==> src/rtl/display_arb.sv <==
// Round-robin arbiter granting one of three requesters the hex display, with a
// minimum hold time before preemption. Define BLINK_EN to enable owner-requested blinking.
module display_arb #(
  parameter logic [15:0] HOLD_CYC   = 16'd50000,
  parameter logic [23:0] BLINK_HALF = 24'd12500000
) (
  input  logic        clk,
  input  logic        rst_n,
  input  logic [2:0]  req,
  input  logic [15:0] hex0,
  input  logic [15:0] hex1,
  input  logic [15:0] hex2,
  input  logic [3:0]  vld0,
  input  logic [3:0]  vld1,
  input  logic [3:0]  vld2,
  input  logic [2:0]  blink,
  output logic [2:0]  gnt,
  output logic [15:0] four_hex,
  output logic [3:0]  valid,
  output logic        busy
);

  typedef enum logic {IDLE, OWN} state_t;

  state_t      state, state_d;
  logic [1:0]  ptr, ptr_d, win, cand;
  logic        win_found, new_grant, blank;
  logic [2:0]  own_oh;
  logic [15:0] hold;
  logic [15:0] sel_hex;
  logic [3:0]  sel_vld;

  // ptr always names the current owner while in OWN, so gnt is decoded from it
  assign own_oh = 3'(3'b001 << ptr);
  assign gnt    = (state == OWN) ? own_oh : '0;
  assign busy   = (state == OWN);

  always_comb begin
    win       = ptr;
    win_found = 1'b0;
    cand      = ptr;
    for (int unsigned i = 1; i <= 3; i++) begin
      cand = 2'((32'(ptr) + i) % 3);
      if (!win_found && req[cand]) begin
        win       = cand;
        win_found = 1'b1;
      end
    end
  end

  always_comb begin
    state_d   = state;
    ptr_d     = ptr;
    new_grant = 1'b0;
    case (state)
      IDLE: begin
        if (|req) begin
          state_d   = OWN;
          ptr_d     = win;
          new_grant = 1'b1;
        end
      end
      OWN: begin
        if (!(|(req & own_oh))) begin
          if (|req) begin
            ptr_d     = win;
            new_grant = 1'b1;
          end else begin
            state_d = IDLE;
          end
        end else if (hold == HOLD_CYC && |(req & ~own_oh)) begin
          ptr_d     = win;
          new_grant = 1'b1;
        end
      end
      default: state_d = IDLE;
    endcase
  end

  always_ff @(posedge clk or negedge rst_n) begin
    if (!rst_n) begin
      state <= IDLE;
      ptr   <= 2'd2;
      hold  <= '0;
    end else begin
      state <= state_d;
      ptr   <= ptr_d;
      if (new_grant || state_d == IDLE)
        hold <= '0;
      else if (hold != HOLD_CYC)
        hold <= hold + 16'd1;
    end
  end

  always_comb begin
    sel_hex = '0;
    sel_vld = '0;
    case (gnt)
      3'b001: begin sel_hex = hex0; sel_vld = vld0; end
      3'b010: begin sel_hex = hex1; sel_vld = vld1; end
      3'b100: begin sel_hex = hex2; sel_vld = vld2; end
      default: ;
    endcase
  end

`ifdef BLINK_EN
  logic [23:0] blink_cnt;
  logic        blink_on;

  always_ff @(posedge clk or negedge rst_n) begin
    if (!rst_n) begin
      blink_cnt <= '0;
      blink_on  <= 1'b1;
    end else if (blink_cnt == BLINK_HALF - 24'd1) begin
      blink_cnt <= '0;
      blink_on  <= ~blink_on;
    end else begin
      blink_cnt <= blink_cnt + 24'd1;
    end
  end

  assign blank = !blink_on && |(blink & gnt);
`else
  logic unused_blink;
  assign unused_blink = ^{blink, BLINK_HALF};
  assign blank        = 1'b0;
`endif

  always_ff @(posedge clk or negedge rst_n) begin
    if (!rst_n) begin
      four_hex <= '0;
      valid    <= '0;
    end else begin
      four_hex <= sel_hex;
      valid    <= blank ? '0 : sel_vld;
    end
  end

endmodule

==> config.mk <==
export PLATFORM = sky130hd
export DESIGN_NAME = display_arb
export DESIGN_NICKNAME = d
export VERILOG_FILES = /design/src/rtl/display_arb.sv
export SDC_FILE = /design/constraint.sdc
export NUM_CORES = 1
export LEC_CHECK = 0
export ABC_AREA = 0
export CAP_MARGIN = 10
export CORE_UTILIZATION = 45
export DETAILED_ROUTE_END_ITERATION = 8
export GPL_TIMING_DRIVEN = 0
export HOLD_SLACK_MARGIN = 0.1
export PLACE_DENSITY = 0.88
export SLEW_MARGIN = 20
export SYNTH_ARGS = -nofsm -noshare
export SYNTH_HDL_FRONTEND = slang
export SYNTH_SLANG_ARGS = --single-unit
export TNS_END_PERCENT = 20
==> constraint.sdc <==
create_clock -name clk -period 3.67 [get_ports clk]
set_input_delay 0.5505 -clock clk [delete_from_list [all_inputs] [get_ports clk]]
set_output_delay 0.5505 -clock clk [all_outputs]
set_load 0.005 [all_outputs]
==> flow_summary.yaml <==
worst_setup_path:
  crit_arrival_ns: 1.78
  required_ns: 3.12
  reg2reg_depth: 7
  ff2ff_setup_slack_ns: 1.52
  start_kind: "register"
  cpPeakStageDelay_ns: 0.57
  worst-path-max-fanout: 4
  worstPathCellList: "inv_1 -> ha_1 -> and2_1 -> clkdlybuf4s50_1"
  critical_path_class: "reg -> out"
  rr_startpoint: "ptr[1]"
  timing.rr.end: "four_hex[6]"
  cp-end-kind: "output pin"
  crit_slowest_cell: "dfstp_2"
pwr:
  comb_power_share_pct: 46.1
  power_frac_seq_pct: 32.9
  p_per_area_nw_per_um2: 567
  p_int_mw: 1.17
  swShare_pct: 33.0
  max-vdd-ir-drop_uv: 346
  p_switching_mw: 0.580
  p_leak_nw: 1.42
  p_clk_share_pct: 21.0
floorplanning:
  initial_core_util_pct: 46.6
  rows: 24
  die_h_um: 69.1
  boundaryPins: 92
  die_w_um: 69.1
  floorplan.die_area_um2: 4780
  coreArea_um2: 4350
clocking:
  cts_resized: 0
  cts_setup_buffers: 0
  numCtsBuffers: 5
  cts.sinks: 39
  cts_hold_buffers: 0
  htreeDepth: 2
  cts_tree: "yes"
  root_buffer: "clkbuf_8"
  cts_buffer_depth: 2
  clk_pin_slew_worst_paths_ns: 0.08
  insertion_delay_ns: 0.29
timing:
  setup_violations: 0
  finClkSkew_ns: 0.00404
  fin_tns_setup_ns: 0
  whs_ns: 0.119
  worstMarginPinSlew_ns: 0.474
  max_slew_margin_pct: 68.4
  fmax_ghz: 0.429
  final-hold-violation-count: 0
  maxSlewViolCount: 0
  fin_crit_ns: 2.33
  period_share_pct: 63.5
  rsz0062_at_grt: "false"
logic_synthesis:
  ys_types: 35
  netlist_area_um2: 2030
  postSynthCellCount: 201
  synth_edf_count: 0
  async_flop_share_pct: 100
  ys_seq_area_share_pct: 48.2
  syn_avg_cell_area_um2: 10.1
  synthFlopType: "dfrtp_1"
  yosys_warnings: 0
  synth_fp_nets: 276
  ys_seq_elements: 39
route:
  dr_total_vias: 1925
  ant_nets: 0
  wl_um: 5250
  routed_via_density: 5.52
  dr.max_layer_used: "met4"
  route.met3.wl_um: 336
  met1_length_um: 2060
  routedWlPerCell_um: 15.0
  drc: 0
  dr.pass1.iters: 6
  drt_iter0_drc: 184
  dr_wl_met2_um: 2770
global_route:
  grtUsageTotal_pct: 23.1
  grt_antenna_before_repair: 0
  grt_max_degree: 30
  grt_overflow: 0
  first_global_vias: 1919
  grt_pass1_wl_um: 8850
layout:
  drive_above_1_share_pct: 6.40
  final_util_pct: 71.1
  final_nets: 371
  layout_commonest_cell: "clkdlybuf4s50_1"
  antenna_cells: 0
  final_cell_mix: "clkdlybuf4s50_1, dfrtp_1, inv_1"
  syn_to_final_growth_pct: 52.7
  design_area_um2: 3100
  fin_cells: 349
outcome:
  status: "completed"
place:
  dp.final_hpwl_um: 4020
  placed_cell_area_um2: 2980
  dp.cells: 341
  place.gp.congestion: 0.844
  io_buffers: 87
run:
  max_cap_violations: 0
worst_hold_path:
  hold_path.class: "in -> async"
==> power groups by stage <==
| stage | logic, mW | registers [mW] | clock network [mW] |
|---|---|---|---|
| 4_1_cts | 0.811 | 0.578 | 0.373 |
| 3_5_place_dp | 0.806 | 0.586 | 0 |
| 3_3_place_gp | 0.780 | 0.581 | 0 |
| 6_report | 0.809 | 0.578 | 0.368 |
| 5_1_grt | 0.892 | 0.587 | 0.390 |
| 2_1_floorplan | 0.427 | 0.588 | 0 |
==> cell families (layout without fill, tap and decap cells) <==
| family | after synthesis | after routing | synth area share [%] |
|---|---|---|---|
| AND/OR/NAND/NOR | 65 | 65 | 17.7 |
| flip-flops | 39 | 39 | 48.2 |
| AO/OA/AOI/OAI | 38 | 38 | 16.2 |
| buffers and inverters | 38 | 134 | 7.47 |
| XOR/XNOR | 14 | 14 | 6.05 |
| adder cells (fa/ha/maj) | 7 | 7 | 4.32 |
==> worst max-delay path, delay by kind of cell, from the launching register on <==
family	cells	cell delay (ns)
flip-flops	1	0.57
buffers and inverters	2	0.53
adder cells (fa/ha/maj)	1	0.21
AND/OR/NAND/NOR	1	0.18
==> stage by stage <==
| step | power [mW] | setup slack (ns) |
|---|---|---|
| finish | 1.75 | 1.34 |
| global route | 1.87 | 1.28 |
| CTS | 1.76 | 1.33 |
| detailed placement | 1.39 | 1.43 |
| global placement | 1.36 | 1.14 |
| floorplan | 1.02 | 1.84 |
==> area by class of cell <==
class	count	area, um^2
multi-input combinational	124	898
clock inverter	2	35.0
buffer	9	42.5
fill	306	1260
sequential	39	977
tap	52	65.1
timing repair buffer	88	886
inverter	29	109
clock buffer	6	82.6
==> flip-flops by register name, indices dropped and copies added, names as in the netlist <==
register  cells
four_hex     16
hold         16
valid         4
ptr           2
busy          1
==> Yosys cell counts (all sizes together) (2+ instances only) <==
| master | number | share of area (%) |
|---|---|---|
| clkbuf | 7 | 1.3 |
| and2 | 3 | 0.93 |
| a222oi | 22 | 11 |
| a21o | 2 | 0.74 |
| buf | 2 | 0.80 |
| ha | 7 | 4.3 |
| nor2b | 2 | 0.62 |
| dfrtp | 38 | 47 |
| inv | 29 | 5.4 |
| nand4 | 4 | 2.0 |
| and4bb | 3 | 1.9 |
| o21ai | 4 | 1.2 |
| nor2 | 26 | 4.8 |
| xnor2 | 8 | 3.5 |
| a21oi | 4 | 0.99 |
| nand2 | 8 | 1.5 |
| nand3 | 6 | 1.5 |
| and3 | 8 | 2.5 |
| xor2 | 6 | 2.6 |
==> worst max-delay path by stage <==
stage	start	end	slack, ns	cells after the start
floorplan	ptr[1]	four_hex[0]	1.84	7
global placement	rst_n	four_hex[11]	1.14	1
detailed placement	req[0]	hold[9]	1.43	7
CTS	ptr[1]	gnt[1]	1.33	4
global route	ptr[1]	gnt[1]	1.28	4
finish	ptr[1]	gnt[1]	1.34	4
==> layer usage <==
| layer | up-vias | GRT usage (%) |
|---|---|---|
| met5 | - | 0 |
| met4 | 0 | 6.80 |
| met3 | 8 | 5.70 |
| met2 | 73 | 41.6 |
| met1 | 934 | 26.8 |
| li1 | 910 | - |
No activity file was read; power rests on OpenSTA's default activity.
